[config.mk]
export PLATFORM = sky130hd
export DESIGN_NAME = deserializer
export DESIGN_NICKNAME = d
export VERILOG_FILES = /design/src/rtl/deserializer.sv
export SDC_FILE = /design/constraint.sdc
export NUM_CORES = 1
export LEC_CHECK = 0
export BUFFER_PORTS_ARGS = -buffer_cell sky130_fd_sc_hd__buf_2
export CAP_MARGIN = 20
export CORE_ASPECT_RATIO = 2
export CORE_MARGIN = 10
export CORE_UTILIZATION = 30
export CTS_BUF_LIST = sky130_fd_sc_hd__clkbuf_8 sky130_fd_sc_hd__clkbuf_16
export DETAILED_ROUTE_END_ITERATION = 10
export GPL_TIMING_DRIVEN = 0
export SLEW_MARGIN = 20
export SYNTH_ARGS = -nofsm -noshare
export SYNTH_HDL_FRONTEND = slang
export SYNTH_SLANG_ARGS = --single-unit
export TNS_END_PERCENT = 1
[constraint.sdc]
create_clock -name clk_i -period 1.7 [get_ports clk_i]
set_clock_uncertainty 0.05 [all_clocks]
set_input_delay 0.085 -clock clk_i [delete_from_list [all_inputs] [get_ports clk_i]]
set_output_delay 0.085 -clock clk_i [all_outputs]
set_load 0.01 [all_outputs]
[src/rtl/deserializer.sv]
// Serial-to-parallel deserializer: collects MSB-first frames of up to DATA_BUS_WIDTH bits
// and presents each completed frame of three or more bits as a left-aligned word with a one-cycle strobe.
module deserializer #(
    parameter int DATA_BUS_WIDTH = 16,
    parameter int DATA_MOD_WIDTH = 4
) (
    input  logic                      clk_i,
    input  logic                      srst_i,
    input  logic                      ser_data_i,
    input  logic                      ser_data_val_i,
    output logic [DATA_BUS_WIDTH-1:0] deser_data_o,
    output logic [DATA_MOD_WIDTH-1:0] deser_data_mod_o,
    output logic                      deser_data_val_o,
    output logic                      busy_o
);

    typedef enum logic {
        IDLE_S,
        RECV_S
    } state_t;

    // One extra bit so the counter can represent a full DATA_BUS_WIDTH-bit frame.
    localparam int CNT_W = DATA_MOD_WIDTH + 1;
    localparam logic [DATA_MOD_WIDTH-1:0] TOP_IDX  = DATA_MOD_WIDTH'(DATA_BUS_WIDTH - 1);
    localparam logic [CNT_W-1:0]          FULL_CNT = CNT_W'(DATA_BUS_WIDTH);
    localparam logic [CNT_W-1:0]          MIN_CNT  = CNT_W'(3);

    state_t                    state;
    logic [CNT_W-1:0]          count;
    logic [CNT_W-1:0]          count_inc;
    logic [DATA_BUS_WIDTH-1:0] shift_buf;
    logic [DATA_BUS_WIDTH-1:0] next_buf;
    logic [DATA_MOD_WIDTH-1:0] bit_idx;

    // A zero count marks the first bit of a frame, so the buffer restarts from all zeros.
    // NOTE: every always_comb output gets a default before any conditional update, so no latch is inferred.
    always_comb begin
        bit_idx           = TOP_IDX - count[DATA_MOD_WIDTH-1:0];
        count_inc         = count + CNT_W'(1);
        next_buf          = (count == '0) ? '0 : shift_buf;
        next_buf[bit_idx] = ser_data_i;
    end

    // NOTE: state registers use non-blocking assignments so every update reads pre-edge values.
    always_ff @(posedge clk_i or posedge srst_i) begin
        if (srst_i) begin
            state            <= IDLE_S;
            count            <= '0;
            shift_buf        <= '0;
            deser_data_o     <= '0;
            deser_data_mod_o <= '0;
            deser_data_val_o <= 1'b0;
        end else begin
            deser_data_val_o <= 1'b0;
            if (ser_data_val_i) begin
                shift_buf <= next_buf;
                state     <= RECV_S;
                if (count_inc == FULL_CNT) begin
                    // Full end: stay in RECV_S with a zero count so a following valid bit opens a new frame.
                    deser_data_o     <= next_buf;
                    deser_data_mod_o <= count_inc[DATA_MOD_WIDTH-1:0];
                    deser_data_val_o <= 1'b1;
                    count            <= '0;
                end else begin
                    count <= count_inc;
                end
            end else begin
                if (state == RECV_S && count >= MIN_CNT) begin
                    deser_data_o     <= shift_buf;
                    deser_data_mod_o <= count[DATA_MOD_WIDTH-1:0];
                    deser_data_val_o <= 1'b1;
                end
                state <= IDLE_S;
                count <= '0;
            end
        end
    end

    assign busy_o = (state == RECV_S);

endmodule

# [Word-level counts from Yosys, hierarchy flattened]
# Cells that the tools add are included.
[classes] muxes=16 order_cmp=3 n_eq_ne=2 reduce_logical=5 add_sub_neg=2
[ops] cell="16-bit two-way mux" count=4
[ops] cell="16-bit bitwise mux" count=1
[ops] cell="4-bit two-way mux" count=3
[ops] cell="5-bit two-way mux" count=2
[ops] cell="5-bit by 1-bit adder with 5-bit output (second input constant)" count=1
[ops] cell="5-bit == test (second input constant)" count=1
[ops] cell="5-bit by 2-bit >= comparator with 1-bit output (second input constant)" count=1
[ops] cell="5-bit logical NOT" count=1
[ops] cell="4-bit by 5-bit < comparator with 1-bit output (second input constant)" count=1
[ops] cell="1-bit two-way mux" count=5
[ops] cell="1-bit demux with 4-bit select" count=1
[ops] cell="4-bit by 1-bit >= comparator with 1-bit output (second input constant)" count=1
[ops] cell="4-bit subtractor (first input constant)" count=1
[ops] cell="1-bit logical AND" count=2
[ops] cell="2-bit by 1-bit != test with 1-bit output (second input constant)" count=1
[ops] cell="2-bit AND reduction" count=1
[ops] cell="2-bit nonzero test" count=1
[totals] out_inout_bits=22 regBits=43

# [Logic depth before layout (Yosys ltp)]
# Gate-level depths: netlist (run 1).
[depth] word_depth=8 mapped_depth=8 depth_no_buf=6

# [Least setup slack after synthesis (run 1)]
# No wires, ideal clock.
[synth_timing] path_type="register -> register" from="register count[1]" to="register deser_data_mod_o[3]" path_buffers=2 setup_time_ns=0.125 stages_incl_launch_ff=7 required_time_ns=1.525 setup_slack_ns=-0.162 arrival_time_ns=1.686 path_cell_list="dfrtp_1 > ha_1 > clkbuf_1 > nor3b_2 > o32ai_2 > buf_6 > mux2_4"
[synth_via] elab_chain_cells=4
[synth_rtl] element="start, declared" line="29" rtl="logic [CNT_W-1:0] count;"
[synth_rtl] element="start signal, assigned" line="65" rtl="count <= count_inc;"
[synth_rtl] element="5-bit by 1-bit adder with 5-bit output / 5-bit by 2-bit >= comparator with 1-bit output (equally long branches)" line="39, 68"
[synth_rtl] element="5-bit == test / 1-bit logical AND (equally long branches)" line="58, 68"
[synth_rtl] element="2-bit by 1-bit != test with 1-bit output (no line) / 2-bit nonzero test (equally long branches)"
[synth_rtl] element="2-bit AND reduction (no line)"
[synth_rtl] element="end signal, assigned" line="61" rtl="deser_data_mod_o <= count_inc[DATA_MOD_WIDTH-1:0];"
[synth_rtl] element="end signal, assigned" line="70" rtl="deser_data_mod_o <= count[DATA_MOD_WIDTH-1:0];"
[synth_rtl] element="end, declared" line="12" rtl="output logic [DATA_MOD_WIDTH-1:0] deser_data_mod_o,"
# Parallel ways exist; a longest one is shown, timed or not. The select of a mux whose other input is x is not followed.
# A chain may end at the register's enable or synchronous reset.

# [Worst setup path in the final report (run 1)]
[layout_timing] from="register count[3]" to="register deser_data_o[1]"
[layout_via] elab_chain_cells=8
[layout_rtl] element="4-bit subtractor" line="38" rtl="bit_idx = TOP_IDX - count[DATA_MOD_WIDTH-1:0];"
[layout_rtl] element="4-bit by 5-bit < comparator with 1-bit output (implied by the code) / 4-bit by 1-bit >= comparator with 1-bit output (equally long branches)" line="41" rtl="next_buf[bit_idx] = ser_data_i;"
[layout_rtl] element="1-bit logical AND (implied by the code)" line="41"
[layout_rtl] element="1-bit two-way mux (implied by the code)" line="41"
[layout_rtl] element="1-bit demux with 4-bit select" line="41"
[layout_rtl] element="16-bit bitwise mux" line="41"
[layout_rtl] element="16-bit two-way mux" line="58" rtl="if (count_inc == FULL_CNT) begin"
[layout_rtl] element="16-bit two-way mux" line="55" rtl="if (ser_data_val_i) begin"
[layout_rtl] element="end signal, assigned" line="60" rtl="deser_data_o <= next_buf;"
[layout_rtl] element="end signal, assigned" line="69" rtl="deser_data_o <= shift_buf;"
[layout_rtl] element="end, declared" line="11" rtl="output logic [DATA_BUS_WIDTH-1:0] deser_data_o,"
# Parallel ways exist; a longest one is shown, timed or not. The select of a mux whose other input is x is not followed.

==> results of run 1 <==
## cells in the mapped netlist, drive strengths merged (2+ instances only)
| library cell | n |
|---|---|
| dfrtp | 43 |
| mux2 | 21 |
| nor2 | 19 |
| o21ai | 17 |
| o2bb2ai | 15 |
| buf | 8 |
| nand2 | 8 |
| ha | 4 |
| inv | 4 |
| xnor2 | 3 |
| a21oi | 2 |
| and2 | 2 |
| clkbuf | 2 |
| nand3 | 2 |
| nand4 | 2 |
| nor3b | 2 |
| xor2 | 2 |
## power groups by stage
stage               logic [W]  clock network (W)  registers (W)
finish               0.000413           0.000938        0.00115
detailed placement   0.000377                  0        0.00117
global placement     0.000368                  0        0.00117
global route         0.000451            0.00100        0.00116
CTS                  0.000423           0.000966        0.00115
floorplan            0.000215                  0        0.00120
## layer usage
layer | GRT usage | up-vias | wire [um]
met4 | 0.06413 | 0 | 140
met1 | 0.09206 | 670 | 1762
li1 | - | 652 | -
met3 | 0.02315 | 9 | 131
met2 | 0.1572 | 27 | 2448
met5 | 0 | - | 0
## cells by family after synthesis
kind of cell               count (synthesis)  share of synthesized area
xor gates and xnor gates                   5                    0.02156
and+or+nand+nor                           41                     0.1035
DFF                                       43                     0.5296
buffers and inverters                     14                    0.04618
adders and majority gates                  4                    0.02463
AOI/OAI and AO/OA                         36                     0.1232
muxes                                     21                     0.1515
## layout make-up
class / count / area (um^2)
Timing Repair Buffer: 33 / 206.4
Clock inverter: 3 / 16.27
Buffer: 10 / 95.09
Inverter: 4 / 15.01
Multi-Input combinational cell: 107 / 900.9
Sequential cell: 43 / 1077
Tap cell: 88 / 110.1
Fill cell: 678 / 4075
Clock buffer: 5 / 125.1
## what timing repair did
action	4_1_cts	5_1_grt
setup buffers	4	0
hold buffers	2	0
gates cloned	1	0
endpoints found under the setup margin	33	23
pin swaps	1	0
hold endpoints to repair	13	0
gates resized for setup	15	1
## path summary, 6_finish.rpt
path	start	to	slack, ps	cells past startpoint
max	count[3]	deser_data_o[1]	-170	7
min	ser_data_i	shift_buf[10]	80	2
max reg2reg	count[3]	deser_data_o[1]	-170	7
min reg2reg	deser_data_o[2]	deser_data_o[2]	450	1
max in group asynchronous	srst_i	shift_buf[2]	900	4
min in group asynchronous	srst_i	deser_data_o[12]	240	3
## stage by stage
stage	hold WS, ps	util	instances
finish	80.23	0.3845	293
global route	85.00	0.3845	293
detailed placement	12.05	0.3456	278
CTS	75.86	0.3842	293
global placement	253.5	0.3426	277
floorplan	66.43	-	164
## flip-flops by register name, indices dropped and copies added, names as in the netlist
name	cells
deser_data_mod_o	4
busy_o	1
deser_data_o	16
shift_buf	16
count	5
deser_data_val_o	1
## critical path: stages (launching register included)
cell     delay [ps]
dfrtp_1         370
buf_6           140
or2_1           210
buf_6           150
nor3b_4         210
o32ai_4         120
buf_6           190
mux2_4          300
==> metrics.yaml, run 1 <==
status: "complete, but fails checks"
violations: "setup timing"
layout_common_cells: "42 x dfrtp_1, 27 x buf_2, 19 x nor2_1, 19 x mux2_4, 17 x o21ai_0"
synth-edff-count: 0
grtUsageTotal: 0.09086
area_growth_pct: 25.31
cts_root_buf: "clkbuf_16"
vias_per_cell: 4.635
synth_flop_cell: "dfrtp_1"
cp_max_fo: 10
fin_crit_ps: 1872
final_common_cell: "dfrtp_1"
crit_arrival_ps: 2000
place_ws_ps: -408.3
tns_ps: -3220
postRouteAntennaNets: 0
wire_per_inst_um: 15.30
portBuffers: 25
yosys_register_bits: 43
synth_warnings: 0
grt_pass1_wl_um: 7527
synth-async-reset-ratio: 1.000
die-area_mm2: 0.01067
p_total_w: 0.002505
setup_viol: 20
fp.dieH_um: 136.4
nets: 212
placed_cell_area_mm2: 0.002288
cts.sinks: 43
clk_pin_slew_worst_paths_ps: 60
cts_buffers: 5
grt-ovfl-total: 0
critPathRequiredTime_ps: 1820
p_switching_w: 0.0006560
initial_utilization: 0.3069
grt_max_degree: 32
fmax_ghz: 0.5342
slew_violations: 0
antenna_cells: 0
hold_class: "input port to flip-flop"
vias: 1358
synth_top_area_frac: 0.5296
rows: 42
critPathKind: "flip-flop to flip-flop"
yosysTopAreaCell: "dfrtp_1"
hpwl_um: 3200
final_layout_size_suffix_gt1_frac: 0.3854
finalHoldViolations: 0
route.detailed.drc: 0
synth_area_mm2: 0.002032
relSlewSlack: 0.6843
maxCapViolations: 0
synth.avg_cell_area_um2: 12.39
worst_slew_pin_slew_ps: 473.5
finalCritPeriodShare: 1.101
syn_nets: 172
pwr-share-clk: 0.375
finalInstanceArea_mm2: 0.002546
swShare: 0.2619
internal_power_w: 0.001849
coreArea_mm2: 0.006621
seqPwrFrac: 0.460
yosys-top-cells-area: "dfrtp_1 53%, mux2_4 14%, o2bb2ai_1 6.5%, o21ai_0 4.2%, nor2_1 3.5%"
grt_pass1_vias: 1456
power_density_mw_per_mm2: 983.6
rsz0062_at_grt: "yes"
postSynthCellCount: 164
antenna_found_initial: 0
drt_iter0_drc: 72
max-clock-path-buffers: 2
yosysUniqueCellTypes: 28
clock_latency_ps: 290
setup_ws_ps: -172.1
worst_setup_path_start_kind: "flip-flop"
ir_drop_mv: 0.5405
htree_levels: 2
cts_tree: "done"
routed_wl_um: 4483
comb_power_share: 0.165
yosysSeqAreaShare: 0.5296
dr.pass1.iters: 4
ios: 26
endpoint_kind: "flip-flop"
leakagePower_nw: 1.200
die_w_um: 78.20
gp_congestion: 0.7151
Note: power is estimated with default switching activity, not from simulation.
==> inputs of run 2 (changes only) <==
GPL_TIMING_DRIVEN = not set   (was 0)
RECOVER_POWER = 100   (was not set)
==> metrics.yaml, run 2 (synthesized netlist as in run 1, its figures left out) <==
hpwl_um: 3206
top_regs: "deser_data_o x16, shift_buf x16, count x5"
cts_tree: "done"
startpoint: "count[3]"
critPathCapture: "deser_data_o[15]"
htree_levels: 2
gp_congestion: 0.7373
instances_no_fill: 298
final_core_util: 0.3872
dp.cells: 288
maxCapViolations: 0
rsz0062_at_grt: "yes"
grt-ovfl-total: 0
worst_setup_path_start_kind: "flip-flop"
internal_power_w: 0.001848
antenna_found_initial: 0
coreArea_mm2: 0.006621
status: "complete, but fails checks"
dr.pass1.iters: 5
critPathRequiredTime_ps: 1820
fp.dieH_um: 136.4
routed_wl_um: 4405
fmax_ghz: 0.5781
relSlewSlack: 0.2775
finalHoldViolations: 0
comb_power_share: 0.156
grt_pass1_vias: 1456
layout_common_cells: "41 x dfrtp_1, 23 x clkbuf_1, 20 x mux2_4, 18 x nor2_1, 17 x buf_4"
route.detailed.drc: 0
clk_pin_slew_worst_paths_ps: 60
tns_ps: -128.8
cts.sinks: 43
max-clock-path-buffers: 2
swShare: 0.2665
grt_max_degree: 44
vias_per_cell: 4.597
cts_buffers: 5
pwr-share-clk: 0.383
ir_drop_mv: 0.4893
finalCritPeriodShare: 1.017
r2r_setup_slack_ps: -30
initial_utilization: 0.3069
fin_crit_ps: 1730
wire_per_inst_um: 14.78
endpoint_kind: "flip-flop"
final_common_cell: "dfrtp_1"
setup_ws_ps: -29.72
power_density_mw_per_mm2: 982.5
holdWs_ps: 41.16
reg2reg_to: "deser_data_o[15]"
setup_viol: 16
p_switching_w: 0.0006712
rr_worst_depth: 5
holdPathStages: 1
nets: 217
vias: 1370
seqPwrFrac: 0.461
regToRegStartpoint: "count[3]"
slew_violations: 0
grt_pass1_wl_um: 7610
cp_max_fo: 6
worst_slew_pin_slew_ps: 1084
p_total_w: 0.002519
critPathKind: "flip-flop to flip-flop"
ios: 26
die_w_um: 78.20
violations: "setup timing"
cts_root_buf: "clkbuf_16"
postRouteAntennaNets: 0
portBuffers: 25
area_growth_pct: 26.17
antenna_cells: 0
hold_class: "input port to flip-flop"
clock_latency_ps: 290
grtUsageTotal: 0.09124
die-area_mm2: 0.01067
final_layout_size_suffix_gt1_frac: 0.3143
drt_iter0_drc: 35
leakagePower_nw: 1.123
crit_arrival_ps: 1850
rows: 42
## run 2: cell type report
class	count	area [um^2]
well taps	88	110.1
fillers	683	4058
multi-input cells	107	919.6
flip-flops and latches	43	1079
repair buffers	48	291.5
clock inverters	3	23.77
clock buffers	5	125.1
inverters	4	15.01
## run 2: worst min-delay path by stage
stage / to / startpoint / slack (ps)
after floorplan: busy_o / ser_data_val_i / 70
after global placement: deser_data_o[12] / srst_i / 200
after CTS: busy_o / ser_data_val_i / 30
after detailed placement: deser_data_o[12] / srst_i / 200
final: busy_o / ser_data_val_i / 40
after global routing: busy_o / ser_data_val_i / 50
## run 2: power groups by stage
stage | sequential (W) | combinational, W | clock (W)
after floorplan | 0.00120 | 0.000215 | 0
after global placement | 0.00117 | 0.000395 | 0
after detailed placement | 0.00117 | 0.000405 | 0
after CTS | 0.00116 | 0.000414 | 0.000998
after global routing | 0.00117 | 0.000439 | 0.00106
final | 0.00116 | 0.000393 | 0.000965
## run 2: through the flow
| stage | worst slack, ps | cell area [um^2] |
|---|---|---|
| 5_1_grt | -106.1 | 2564 |
| 2_1_floorplan | -80.80 | 2033 |
| 3_3_place_gp | -113.2 | 2382 |
| 4_1_cts | -47.21 | 2569 |
| 3_5_place_dp | -112.1 | 2382 |
| 6_report | -29.72 | 2564 |
## run 2: critical path, cell delays in order (launching register included)
cell and delay (ps):
dfrtp_1 430, or2_4 310, buf_4 150, nor2_2 110, mux2_4 310, mux2_2 260
## run 2: timing repair
action	4_1_cts	5_1_grt
hold buffers	1	0
resized for setup	9	12
buffers inserted	1	0
setup endpoints to repair	20	20
pin swaps	1	1
hold endpoints to repair	43	0
## run 2: routing by layer
| metal | track usage | wire [um] |
|---|---|---|
| met2 | 0.1636 | 2475 |
| met4 | 0.05210 | 108 |
| met1 | 0.09278 | 1678 |
| met3 | 0.02249 | 142 |
| met5 | 0 | 0 |
